$ cat config.mk
export PLATFORM = sky130hd
export DESIGN_NAME = alu_seq
export DESIGN_NICKNAME = d
export VERILOG_FILES = /design/src/rtl/alu_seq.sv
export SDC_FILE = /design/constraint.sdc
export NUM_CORES = 1
export LEC_CHECK = 0
export ABC_CLOCK_PERIOD_IN_PS = 5300
export CAP_MARGIN = 40
export CORE_ASPECT_RATIO = 1.4
export CORE_MARGIN = 8
export CORE_UTILIZATION = 45
export DETAILED_ROUTE_END_ITERATION = 7
export PLACE_DENSITY = 0.63
export SYNTH_ARGS = -nofsm -noshare
export SYNTH_HDL_FRONTEND = slang
export SYNTH_SLANG_ARGS = --single-unit
export TNS_END_PERCENT = 1
$ cat constraint.sdc
create_clock -name clk -period 5.3 [get_ports clk]
set_clock_uncertainty 0.05 [all_clocks]
set_input_delay 1.325 -clock clk [delete_from_list [all_inputs] [get_ports clk]]
set_output_delay 1.325 -clock clk [all_outputs]
set_load 0.01 [all_outputs]
$ cat src/rtl/alu_seq.sv
// alu_seq: clocked ALU with a start/done handshake.
// Single-cycle logic, arithmetic, compare and shift ops complete one cycle
// after acceptance. Unsigned multiply (shift-add) and divide (restoring)
// retire one bit per cycle over WIDTH cycles while busy is high.
// Results and flags are registered and change only on the done pulse.
module alu_seq #(
    parameter int WIDTH = 8,
    parameter int CW    = 4
) (
    input  logic             clk,
    input  logic             rst_n,
    input  logic             start,
    input  logic [WIDTH-1:0] op1,
    input  logic [WIDTH-1:0] op2,
    input  logic [CW-1:0]    func,
    output logic             busy,
    output logic             done,
    output logic [WIDTH-1:0] result,
    output logic [WIDTH-1:0] result_hi,
    output logic             zero,
    output logic             sign,
    output logic             ovf,
    output logic             carry,
    output logic             dz,
    output logic             err
);

    // Shift amount width; also sizes the iteration counter (0..WIDTH-1).
    localparam int SW = $clog2(WIDTH);

    localparam logic [CW-1:0] F_AND  = CW'(0);
    localparam logic [CW-1:0] F_OR   = CW'(1);
    localparam logic [CW-1:0] F_ADD  = CW'(2);
    localparam logic [CW-1:0] F_SUB  = CW'(3);
    localparam logic [CW-1:0] F_XOR  = CW'(4);
    localparam logic [CW-1:0] F_NOR  = CW'(5);
    localparam logic [CW-1:0] F_SLT  = CW'(6);
    localparam logic [CW-1:0] F_SLTU = CW'(7);
    localparam logic [CW-1:0] F_SLL  = CW'(8);
    localparam logic [CW-1:0] F_SRL  = CW'(9);
    localparam logic [CW-1:0] F_SRA  = CW'(10);
    localparam logic [CW-1:0] F_MULU = CW'(11);
    localparam logic [CW-1:0] F_DIVU = CW'(12);

    typedef enum logic [1:0] {
        S_IDLE = 2'd0,
        S_MUL  = 2'd1,
        S_DIV  = 2'd2
    } state_t;

    state_t state, state_nxt;

    // Iterative datapath: hi_q is the partial product / partial remainder,
    // lo_q holds the multiplier / dividend bits that are shifted out while
    // product / quotient bits are shifted in, opb_q is the latched op2.
    logic [WIDTH-1:0] hi_q;
    logic [WIDTH-1:0] lo_q;
    logic [WIDTH-1:0] opb_q;
    logic [SW-1:0]    cnt_q;

    logic [WIDTH-1:0] step_hi;
    logic [WIDTH-1:0] step_lo;
    logic [WIDTH:0]   mul_sum;
    logic [WIDTH:0]   div_shift;
    logic [WIDTH-1:0] div_trial;
    logic             div_ge;
    logic             last_iter;

    // Single-cycle arithmetic on the live inputs (used only on acceptance).
    logic [WIDTH:0]   add_sum;
    logic [WIDTH:0]   sub_diff;
    logic [SW-1:0]    shamt;

    // Value to be registered on the done pulse.
    logic             load;
    logic             fin_valid;
    logic [WIDTH-1:0] fin_res;
    logic [WIDTH-1:0] fin_hi;
    logic             fin_zero;
    logic             fin_sign;
    logic             fin_ovf;
    logic             fin_carry;
    logic             fin_dz;
    logic             fin_err;

    assign busy      = (state != S_IDLE);
    assign last_iter = (cnt_q == SW'(WIDTH - 1));
    assign add_sum   = {1'b0, op1} + {1'b0, op2};
    // Bit WIDTH of the widened difference is the unsigned borrow (op1 < op2).
    assign sub_diff  = {1'b0, op1} - {1'b0, op2};
    assign shamt     = op2[SW-1:0];
    assign fin_zero  = (fin_res == '0);
    assign fin_sign  = fin_res[WIDTH-1];

    // One multiply or divide iteration from the current datapath registers.
    always_comb begin
        // NOTE: every signal written in this block gets a default first, so no path leaves it unassigned and no latch is inferred.
        step_hi   = hi_q;
        step_lo   = lo_q;
        mul_sum   = {1'b0, hi_q} + (lo_q[0] ? {1'b0, opb_q} : '0);
        div_shift = {hi_q, lo_q[WIDTH-1]};
        div_ge    = (div_shift >= {1'b0, opb_q});
        // Only used when div_shift >= opb_q, so the difference fits WIDTH bits.
        div_trial = div_shift[WIDTH-1:0] - opb_q;
        if (state == S_MUL) begin
            // Add the multiplicand when the low multiplier bit is set, then
            // shift the whole {hi, lo} pair right by one.
            step_hi = mul_sum[WIDTH:1];
            step_lo = {mul_sum[0], lo_q[WIDTH-1:1]};
        end else if (state == S_DIV) begin
            // Shift the next dividend bit into the remainder and subtract
            // the divisor only when it fits (restoring division).
            step_hi = div_ge ? div_trial : div_shift[WIDTH-1:0];
            step_lo = {lo_q[WIDTH-2:0], div_ge};
        end
    end

    // Next-state logic and the result/flags to publish on the next done.
    always_comb begin
        state_nxt = state;
        load      = 1'b0;
        fin_valid = 1'b0;
        fin_res   = '0;
        fin_hi    = '0;
        fin_ovf   = 1'b0;
        fin_carry = 1'b0;
        fin_dz    = 1'b0;
        fin_err   = 1'b0;
        case (state)
            S_IDLE: begin
                if (start) begin
                    fin_valid = 1'b1;
                    case (func)
                        F_AND:  fin_res = op1 & op2;
                        F_OR:   fin_res = op1 | op2;
                        F_XOR:  fin_res = op1 ^ op2;
                        F_NOR:  fin_res = ~(op1 | op2);
                        F_ADD: begin
                            fin_res   = add_sum[WIDTH-1:0];
                            fin_carry = add_sum[WIDTH];
                            fin_ovf   = (op1[WIDTH-1] == op2[WIDTH-1]) &&
                                        (add_sum[WIDTH-1] != op1[WIDTH-1]);
                        end
                        F_SUB: begin
                            fin_res   = sub_diff[WIDTH-1:0];
                            fin_carry = sub_diff[WIDTH];
                            fin_ovf   = (op1[WIDTH-1] != op2[WIDTH-1]) &&
                                        (sub_diff[WIDTH-1] != op1[WIDTH-1]);
                        end
                        F_SLT:  fin_res = {{(WIDTH-1){1'b0}}, ($signed(op1) < $signed(op2))};
                        F_SLTU: fin_res = {{(WIDTH-1){1'b0}}, (op1 < op2)};
                        F_SLL:  fin_res = op1 << shamt;
                        F_SRL:  fin_res = op1 >> shamt;
                        F_SRA:  fin_res = $signed(op1) >>> shamt;
                        F_MULU: begin
                            fin_valid = 1'b0;
                            load      = 1'b1;
                            state_nxt = S_MUL;
                        end
                        F_DIVU: begin
                            if (op2 == '0) begin
                                // Divide by zero finishes immediately.
                                fin_res = '1;
                                fin_hi  = op1;
                                fin_dz  = 1'b1;
                            end else begin
                                fin_valid = 1'b0;
                                load      = 1'b1;
                                state_nxt = S_DIV;
                            end
                        end
                        default: fin_err = 1'b1;
                    endcase
                end
            end
            S_MUL: begin
                if (last_iter) begin
                    fin_valid = 1'b1;
                    fin_res   = step_lo;
                    fin_hi    = step_hi;
                    fin_ovf   = (step_hi != '0);
                    state_nxt = S_IDLE;
                end
            end
            S_DIV: begin
                if (last_iter) begin
                    fin_valid = 1'b1;
                    fin_res   = step_lo;
                    fin_hi    = step_hi;
                    state_nxt = S_IDLE;
                end
            end
            default: state_nxt = S_IDLE;
        endcase
    end

    // FSM state register.
    always_ff @(posedge clk) begin
        // NOTE: sequential state uses non-blocking assignments so every register samples pre-edge values.
        if (!rst_n) state <= S_IDLE;
        else        state <= state_nxt;
    end

    // Latch operands on acceptance, then advance one iteration per cycle.
    always_ff @(posedge clk) begin
        // NOTE: datapath registers are reset too, because an aborted op must leave no internal state behind.
        if (!rst_n) begin
            hi_q  <= '0;
            lo_q  <= '0;
            opb_q <= '0;
            cnt_q <= '0;
        end else if (load) begin
            hi_q  <= '0;
            lo_q  <= op1;
            opb_q <= op2;
            cnt_q <= '0;
        end else if (state != S_IDLE) begin
            hi_q  <= step_hi;
            lo_q  <= step_lo;
            cnt_q <= cnt_q + 1'b1;
        end
    end

    // Registered done pulse; result and flags update only alongside it.
    always_ff @(posedge clk) begin
        if (!rst_n) begin
            done      <= 1'b0;
            result    <= '0;
            result_hi <= '0;
            zero      <= 1'b0;
            sign      <= 1'b0;
            ovf       <= 1'b0;
            carry     <= 1'b0;
            dz        <= 1'b0;
            err       <= 1'b0;
        end else begin
            done <= fin_valid;
            if (fin_valid) begin
                result    <= fin_res;
                result_hi <= fin_hi;
                zero      <= fin_zero;
                sign      <= fin_sign;
                ovf       <= fin_ovf;
                carry     <= fin_carry;
                dz        <= fin_dz;
                err       <= fin_err;
            end
        end
    end

endmodule

======== Yosys cells after proc, flatten, opt, wreduce, memory -nomap -nowiden ========
Index checks and enable logic that the tools add are counted.
word-level totals
  word-level logic and storage cells ...... 111
  output and inout port bits .............. 24
  bits in registers ....................... 52
cells by class
  shifts and indexed selects .............. 3
  add/subtract/negate cells ............... 5
  order comparisons ....................... 3
  mux-type cells .......................... 45
  reductions and logical operators ........ 13
  bitwise gates (word level) .............. 5
  eq/ne operators ......................... 23
operators with widths
  cell                                                 count
  two-way mux 8 bit                                    15
  case mux 8 bit (12 select lines)                     1
  case mux 8 bit (2 select lines)                      2
  equality test 4 bit, second input constant           5
  adder 8 x 8 -> 9 bit                                 2
  equality test 4 x 3 -> 1 bit, second input constant  4
  logical NOT 8 bit                                    2
  less-than comparator 8 bit                           2
  two-way mux 1 bit                                    16
  OR reduction 13 bit                                  1
  case mux 1 bit (2 select lines)                      6
  >= comparator 9 x 8 -> 1 bit                         1
  subtractor 8 x 8 -> 9 bit                            1
  AND 8 bit                                            1
  equality test 4 x 2 -> 1 bit, second input constant  2
  inverter 8 bit                                       1
  OR 8 bit                                             1
  case mux 2 bit (2 select lines)                      2
  nonzero test 8 bit                                   1
  << shifter 8 x 3 -> 8 bit                            1
  right shift 8 x 3 -> 8 bit                           1
  >>> shifter 8 x 3 -> 8 bit                           1
  subtractor 8 bit                                     1
  XOR 8 bit                                            1
  other kinds (19)                                     26

======== Longest topological paths before layout ========
Gate-level depths: netlist of run 1.
  word-level depth ........................ 7
  depth in mapped cells ................... 13
  gate-level depth less buffers ........... 12

======== Least setup slack after synthesis of run 1 ========
OpenSTA, ideal clock, no wires.
  path kind ............................... input-to-reg
  start point ............................. input port op2[1]
  end point ............................... register zero
  stages on the path ...................... 11
  arrival ................................. 3.493 ns
  setup slack ............................. 1.640 ns
  path buffers ............................ 1
  cell sequence ........................... buf_2 > inv_1 > fa_1 > nor3b_1 > nor3_1 > o31ai_1 > a211oi_1 > mux2i_1 > nor4b_1 > a311oi_1 > a41o_1
between the ends
  cells in the longest elaborated chain, start to end .. 6
  elaborated cells between the ends (all ways) .. 21
RTL lines
  what                                                               RTL line  source
  start: declaration                                                 14        input logic [WIDTH-1:0] op2,
  branches (longest 6 deep; another with subtractor 8 x 8 -> 9 bit)  n/a
  end signal: assignment                                             241       zero <= fin_zero;
  end: declaration                                                   20        output logic zero,
Several ways; the timed one is not identified.
A chain may end at the register's enable or synchronous reset.

======== Worst setup path after layout of run 1 ========
  start point ............................. input port op1[1]
  end point ............................... register zero
between the ends
  cells in the longest elaborated chain, start to end .. 6
  elaborated cells between the ends (all ways) .. 15
RTL lines
  what                                                               RTL line  source
  start: declaration                                                 13        input logic [WIDTH-1:0] op1,
  branches (longest 2 deep; another with subtractor 8 x 8 -> 9 bit)  n/a
  case mux 8 bit (12 select lines) (*)                               133       case (func)
  two-way mux 8 bit (*)                                              131       if (start) begin
  case mux 8 bit (2 select lines) (*)                                129       case (state)
  logical NOT 8 bit (*)                                              92        assign fin_zero = (fin_res == '0);
Mark *: on every way between the ends.

==> results of run 1 <==
## power breakdown
group | leakage [uW] | total [uW] | switching (uW) | internal (uW)
Clock | 0.0000844 | 380 | 154 | 226
Sequential | 0.000415 | 449 | 34.2 | 415
Combinational | 0.00195 | 641 | 396 | 245
## worst max-delay path, delay by kind of cell
kind / cells / cell delay, ns
and+or+nand+nor: 3 / 0.85
buffers and inverters: 2 / 1.09
AOI/OAI and AO/OA: 5 / 1.42
adders and majority gates: 1 / 0.36
## state kept, by name, indices dropped and copies added, names as in the netlist, 2 cells and up
register,count
cnt_q,3
hi_q,8
lo_q,8
opb_q,8
result,8
result_hi,8
state,2
## cells in the final DEF, fill, tap and decap left out, drive strengths merged, types with 19 or more instances in the layout
master,count
nor2,101
nand3,19
nor3,20
inv,42
o21ai,44
nand2,45
ha,47
clkdlybuf4s50,46
a21oi,73
buf,30
a211oi,25
dfxtp,51
## cell families after synthesis
group	share of synthesized area, %
compound gates	27.88
xor+xnor	2.887
fa+ha+maj	12.23
buf+inv	7.537
flops	18.69
mux	7.010
simple gates	23.76
## worst paths after layout
kind                            endpoint  slack (ns)
worst max-delay path                zero        0.44
worst min-delay path                  dz        0.41
worst max register to register       ovf        1.91
worst min register to register        dz        0.41
## through the flow
stage / area (um2) / util (%) / setup slack, ns
CTS: 6296 / 53.27 / 0.6630
global placement: 6080 / 51.43 / 0.4715
detailed placement: 6123 / 51.80 / 0.3547
floorplan: 5461 / - / 1.640
finish: 6296 / 53.27 / 0.4422
global route: 6296 / 53.27 / 0.4227
## metal layers
metal,vias up,track usage (%),share of wire [%]
li1,2759,-,-
met1,2775,27.02,37
met2,257,45.22,53
met3,73,2.115,4.7
met4,0,15.53,5.9
met5,-,0,0
## final cells by class
class                           count  share of cell area [%]
Clock buffer                        5                   1.987
Tap cell                          147                   2.921
Clock inverter                      3                  0.7552
Multi-Input combinational cell    593                   64.13
Inverter                           43                   2.564
Sequential cell                    51                   16.22
Timing Repair Buffer               76                   11.43
==> impl_metrics.tcl, run 1 <==
set metrics [dict create \
    status "complete, no violations" \
    fp.dieW_um 109.1 \
    grt_pass1_vias 5723 \
    drc 0 \
    cts_hold_buf 0 \
    timing.fmax_ghz 0.2059 \
    cts.path.max_buffers 2 \
    critical_path_class "in -> reg" \
    crit_fanout 11 \
    post_cts_resize_count 0 \
    yosys_warnings 0 \
    io_pins 47 \
    post-route-period-util_pct 91.66 \
    final_cells 918 \
    synth_top_flop_cell "dfxtp_1" \
    crit_slowest_cell "clkdlybuf4s50_1" \
    gr-total-overflow 0 \
    dp.cells 910 \
    tritoncts "done" \
    syn_inst 734 \
    wire_per_inst_um 22.16 \
    end_kind "register" \
    groute.usage.overall_pct 25.09 \
    syn-num-nets 808 \
    grt_setup_unrepaired "no" \
    antenna_found_initial 0 \
    arrival_ns 5.05 \
    wirelength_mm 20.34 \
    postCtsSetupBuffers 0 \
    place.gp.congestion 0.9874 \
    multi_input_area_um2 4038 \
    postSynth.asyncResetShare_pct 0 \
    max_stage_delay_ns 0.89 \
    seqCellArea_um2 1021 \
    hold_viol 0 \
    rows 47 \
    maxCapViolations 0 \
    synth_area_leaders "dfxtp_1 19%, ha_1 11%, nor2_1 6.9%, a21oi_1 6.7%, o21ai_0 4.0%" \
    drv_slew 0 \
    dr_total_vias 5864 \
    route.antenna.remaining_nets 0 \
    finalSetupViolCount 0 \
    die_h_um 146.4 \
    avgSynthCellArea_um2 7.441 \
    fin_total_pwr_uw 1470 \
    htree_levels 2 \
    root_buffer "clkbuf_16" \
    ir_drop_mv 0.1107 \
    syn_area_um2 5461 \
    ys_seq_area_share_pct 18.69 \
    critPathLaunchType "primary input" \
    drtIter0Drc 545 \
    cts_sinks 51 \
    p_leak_uw 0.002453 \
    insertion_delay_ns 0.30 \
    clk_pin_slew_ns 0.07 \
    yosysTopAreaCell "dfxtp_1" \
    startpoint "op1[1]" \
    worst_pin_slew_ns 0.8560 \
    synth.most_common_cell "nor2_1" \
    coreArea_um2 11820 \
    hpwl_mm 16.29 \
    cts-buffers-inserted 5 \
    slew_headroom_pct 42.94 \
    holdWs_ns 0.4076 \
    setup-tns-final_ns 0 \
    antenna_cells 0 \
    grt_start_max_net_pins 31 \
    holdCritStartpoint "dz" \
    required_ns 5.50 \
    drive_gt1_share_pct 7.652 \
    timing.rr.start "opb_q[4]" \
    synth-seq-cells 51 \
    viasPerCell 6.388 \
    area_delta_synth_final_pct 15.28 \
    die_area_um2 15970 \
    synth_common_cells "101 x nor2_1, 73 x a21oi_1, 51 x dfxtp_1" \
    min_path_cells 2 \
    initial_core_util_pct 46.21 \
    power.density_nw_per_um2 233.5 \
    hold_path_class "reg -> reg" \
    synth_edf_count 0 \
    grt_pass1_wl_mm 31.26 \
    synth_top_area_share_pct 18.69 \
    fin_crit_ns 4.858 \
    cp_common_cell "a211oi_1" \
    path_cells "clkdlybuf4s50_1 > inv_1 > ha_1 > or2_2 > a211oi_1 > or4_1 > a21oi_1 > a211oi_1 > o22ai_1 > nor4_1 > a41o_1" \
    port_buffers 46 \
    firstDrtPassIters 5 \
    ff2ff_path_depth 10 \
    ys_types 76 \
    nFillCells 1191 \
    nNetsFinal 844 \
]
Note: power is estimated with default switching activity, not from simulation.
==> run 2: changes to the inputs <==
CORE_UTILIZATION = 34   (was 45)
PLACE_DENSITY = 0.5   (was 0.63)
TNS_END_PERCENT = 100   (was 1)
==> impl_metrics.tcl, run 2 (synthesis results as in run 1) <==
set metrics [dict create \
    status "complete, no violations" \
    tritoncts "done" \
    combPwrFrac_pct 45.5 \
    cts_sinks 51 \
    grt_pass1_vias 5823 \
    groute.usage.overall_pct 20.98 \
    ir_drop_mv 0.1441 \
    antenna_found_initial 0 \
    hold_path_class "reg -> reg" \
    ff2ff_path_depth 10 \
    p_int_uw 835.1 \
    swShare_pct 40.75 \
    fp.dieW_um 123.1 \
    setup-tns-final_ns 0 \
    die_h_um 166.0 \
    p_leak_uw 0.002455 \
    grt_start_max_net_pins 29 \
    maxCapViolations 0 \
    final_common_cell "nor2_1" \
    nNetsFinal 848 \
    timing.fmax_ghz 0.2115 \
    antenna_cells 0 \
    post_cts_resize_count 0 \
    seq_power_share_pct 31.9 \
    place.gp.congestion 0.9359 \
    clk_pin_slew_ns 0.07 \
    required_ns 5.49 \
    critPathLaunchType "primary input" \
    area_delta_synth_final_pct 16.29 \
    p_switching_uw 574.4 \
    firstDrtPassIters 6 \
    wirelength_mm 21.64 \
    route.antenna.remaining_nets 0 \
    cts.path.max_buffers 2 \
    insertion_delay_ns 0.29 \
    dr_total_vias 5781 \
    initial_core_util_pct 34.21 \
    io_pins 47 \
    drv_slew 0 \
    crit_slowest_cell "clkdlybuf4s50_1" \
    crit_fanout 11 \
    die_area_um2 20430 \
    post-route-period-util_pct 89.21 \
    fin_util_pct 39.78 \
    max_stage_delay_ns 0.91 \
    grt_pass1_wl_mm 33.15 \
    mostFrequentLayoutCells "101 x nor2_1, 73 x a21oi_1, 51 x dfxtp_1" \
    viasPerCell 5.941 \
    rows 55 \
    wire_per_inst_um 22.24 \
    root_buffer "clkbuf_16" \
    hpwl_mm 17.62 \
    path_cells "clkdlybuf4s50_1 > inv_1 > ha_1 > or3b_2 > a21oi_1 > nor4b_2 > o2111ai_1 > a211oi_1 > o22ai_1 > nor4_1 > a41o_1" \
    grt_setup_unrepaired "no" \
    port_buffers 46 \
    min_path_cells 2 \
    cts_hold_buf 0 \
    drtIter0Drc 502 \
    gr-total-overflow 0 \
    fin_crit_ns 4.728 \
    arrival_ns 4.92 \
    slew_headroom_pct 44.96 \
    fin_total_pwr_uw 1410 \
    end_kind "register" \
    critical_path_class "in -> reg" \
    drc 0 \
    clkPwrFrac_pct 22.6 \
    worst_pin_slew_ns 0.8181 \
    finalSetupViolCount 0 \
    power.density_nw_per_um2 221.9 \
    coreArea_um2 15970 \
    htree_levels 2 \
    postCtsSetupBuffers 0 \
    cts-buffers-inserted 5 \
    hold_viol 0 \
    drive_gt1_share_pct 8.010 \
]
run 2: worst paths after layout:
kind	from	to	slack, ns
worst min register to register	result[5]	result[5]	0.40
worst max register to register	opb_q[3]	ovf	2.07
worst min-delay path	result[5]	result[5]	0.40
worst max-delay path	op1[5]	zero	0.57
run 2: power groups by stage:
stage                     Sequential (uW)  Combinational [uW]  Clock (uW)
after detailed placement              459                 639           0
after floorplan                       450                 412           0
final                                 450                 642         318
after global routing                  455                 696         337
after CTS                             450                 642         326
after global placement                459                 631           0
run 2: routing by layer:
metal | global-route usage [%] | part of all wire, % | up-vias
li1 | - | - | 2758
met1 | 21.32 | 36 | 2785
met2 | 39.91 | 55 | 187
met3 | 2.450 | 4.0 | 51
met4 | 10.98 | 4.8 | 0
met5 | 0 | 0 | -
run 2: stage by stage:
stage | hold WS [ns] | cells | instance area [um2] | worst slack [ns]
floorplan | 0.4176 | 734 | 5461 | 1.640
global placement | 0.4010 | 964 | 6170 | 0.3363
detailed placement | 0.4016 | 966 | 6212 | 0.3463
CTS | 0.4112 | 973 | 6351 | 0.6420
global route | 0.4407 | 973 | 6351 | 0.4917
finish | 0.4046 | 973 | 6351 | 0.5718
run 2: area by class of cell:
cell class / instances / area [um2]
multi-input cells: 593 / 4038
flip-flops and latches: 51 / 1021
clock buffers: 5 / 125.1
repair buffers: 80 / 743.2
clock inverters: 2 / 13.76
well taps: 199 / 249.0
inverters: 43 / 161.4
fillers: 1718 / 9614
run 2: critical path: cells and delay by family:
family | cells | cell delay, ns
AO/OA/AOI/OAI | 5 | 1.04
adder cells (fa/ha/maj) | 1 | 0.59
buffers and inverters | 2 | 1.17
AND/OR/NAND/NOR | 3 | 0.78
==> variant, RTL diff (settings of run 2) <==
The 3 states of `state_t` get a one-hot encoding in 3 bits.
--- a/src/rtl/alu_seq.sv
+++ b/src/rtl/alu_seq.sv
@@ -42,10 +42,10 @@
     localparam logic [CW-1:0] F_MULU = CW'(11);
     localparam logic [CW-1:0] F_DIVU = CW'(12);
 
-    typedef enum logic [1:0] {
-        S_IDLE = 2'd0,
-        S_MUL  = 2'd1,
-        S_DIV  = 2'd2
+    typedef enum logic [2:0] {
+        S_IDLE = 3'b001,
+        S_MUL  = 3'b010,
+        S_DIV  = 3'b100
     } state_t;
 
     state_t state, state_nxt;
Check against the original RTL: no difference found for any inputs over 4 cycles, from zero or initial values and one cycle with rst_n low; so few cycles prove little.
==> variant against run 2 <==
Cell area decreased by 6.6%. Synthesized cell count decreased by 9.1%. Synthesized area decreased by 7.2%. Sequential cell count increased by 1. Worst setup slack improved by 120 ps. Critical path depth unchanged. Maximum frequency increased by 2.6%. Wire length decreased by 7.4%. Die area decreased by 6.4%. Power decreased by 18%. Critical endpoint unchanged.
==> variant: results (changes against run 2) <==
| Metric | Value |
|---|---|
| Buffer levels on the longest clock path | 2 (unchanged) |
| DRT iter0 DRCs | 303 (was 502) |
| Via count | 5336 (was 5781) |
| Vias in the first global route | 5400 (was 5823) |
| Global-route wire length before repair | 31.1 mm (was 33.2 mm) |
| Final GP Congestion | 0.940 (was 0.936) |
| Final #Nets | 775 (was 848) |
| Post-synth cell types | 72 (was 76) |
| Root Driver | clkbuf_16 (unchanged) |
| I/O Buffers | 46 (unchanged) |
| Diode count | 0 (unchanged) |
| Ys Warns | 0 (unchanged) |
| Peak supply drop | 0.000144 V (about the same) |
| CTS Hold Buffers Added | 0 (unchanged) |
| Seq/Total Area, Yosys | 0.205 (was 0.187) |
| Largest net degree at the start of global routing | 23 (was 29) |
| Global-route usage over all layers | 0.208 (was 0.210) |
| Filler Cell Count | 1570 (was 1718) |
| CP max FO | 8 (was 11) |
| Synth Flop Type | dfxtp_1 (unchanged) |
| Initial antenna violation count | 0 (unchanged) |
| Final WL | 20.0 mm (was 21.6 mm) |
| CTS Buf Count | 5 (unchanged) |
| Layout cells sized above 1 | 0.0779 (was 0.0801) |
| Async SR Flop Fraction | 0 (unchanged) |
| Worst stage delay on the critical path | 690 ps (was 910 ps) |
| # H-tree levels | 2 (unchanged) |
| Result of the run | complete, no violations (unchanged) |
| Slew margin rel. | 0.420 (was 0.450) |
| Area contributors post-synth | dfxtp_1, ha_1, nand2_1, a21oi_1, nor2_1 (was dfxtp_1, ha_1, nor2_1, a21oi_1, o21ai_0) |
| Commonest cells in the netlist | nand2_1, nor2_1, dfxtp_1 (was nor2_1, a21oi_1, dfxtp_1) |
| Post-CTS setup buffer count | 0 (unchanged) |
| Mapped Nets | 737 (was 808) |
| Skew-Pair Late Insertion Delay | 300 ps |
| Int Power | 0.742 mW (was 0.835 mW) |
| HP Class | reg2reg (unchanged) |
| CTS resizes | 0 (unchanged) |
| Hpwl dp | 16.1 mm (was 17.6 mm) |
| Leak | 2.34 nW (was 2.45 nW) |
| Critical Path AT | 4760 ps (was 4920 ps) |
-- variant: cell types whose count changed after synthesis, moves of 4 or more --
cell	before	now
a211oi_1	25	14
a21oi_1	73	48
a22oi_1	5	10
a31oi_1	13	7
a32oi_1	1	5
buf_2	16	10
ha_1	47	43
inv_1	41	34
mux2i_1	18	11
nand2_1	45	74
nor2_1	101	61
o21ai_0	44	31
xor2_1	6	10
-- variant: final timing paths --
path	from	endpoint	slack [ps]	cells past startpoint
hold / removal	cnt_q[2]	cnt_q[2]	410	2
setup / recovery	op1[0]	zero	690	11
hold reg to reg	cnt_q[2]	cnt_q[2]	410	2
setup reg to reg	opb_q[4]	result_hi[7]	1810	10
-- variant: power groups by stage --
stage / Combinational (mW) / Sequential (mW) / Clock [mW]
detailed placement: 0.390 / 0.434 / 0
finish: 0.393 / 0.424 / 0.336
CTS: 0.391 / 0.424 / 0.344
global placement: 0.387 / 0.433 / 0
global route: 0.428 / 0.427 / 0.356
floorplan: 0.251 / 0.428 / 0
-- variant: area by class of cell --
class                      instances  share of cell area
multi-input combinational        536               0.625
sequential                        52               0.176
timing repair buffer              71               0.109
tap                              192              0.0405
inverter                          39              0.0247
clock buffer                       5              0.0211
clock inverter                     3             0.00422
-- variant: critical path: cells and delay by family --
family | cells | cell delay, ps
XOR/XNOR | 1 | 170
adder cells (fa/ha/maj) | 2 | 830
AO/OA/AOI/OAI | 4 | 1260
buffers and inverters | 1 | 690
AND/OR/NAND/NOR | 3 | 480
-- variant: metrics by stage --
step | power [mW] | hold slack (ps) | instance area [um^2] | cells | worst slack [ps]
after floorplan | 0.679 | 386 | 5070 | 667 | 1260
after global placement | 0.821 | 392 | 5770 | 888 | 454
after detailed placement | 0.824 | 402 | 5780 | 890 | 478
after CTS | 1.16 | 411 | 5930 | 898 | 775
after global routing | 1.21 | 436 | 5930 | 898 | 536
final | 1.15 | 408 | 5930 | 898 | 694
-- variant: cell families after synthesis --
logic type      Yosys count  share of synthesized area
mux                      21                     0.0617
simple gates            242                      0.233
compound gates          202                      0.274
fa+ha+maj                47                      0.122
flops                    52                      0.205
xor+xnor                 24                     0.0415
buf+inv                  79                     0.0627
-- variant: metal layers --
layer | up-vias | share of wire | track usage
li1 | 2516 | - | -
met3 | 62 | 0.047 | 0.0263
met2 | 184 | 0.50 | 0.366
met1 | 2574 | 0.38 | 0.226
met5 | - | 0 | 0
met4 | 0 | 0.069 | 0.143
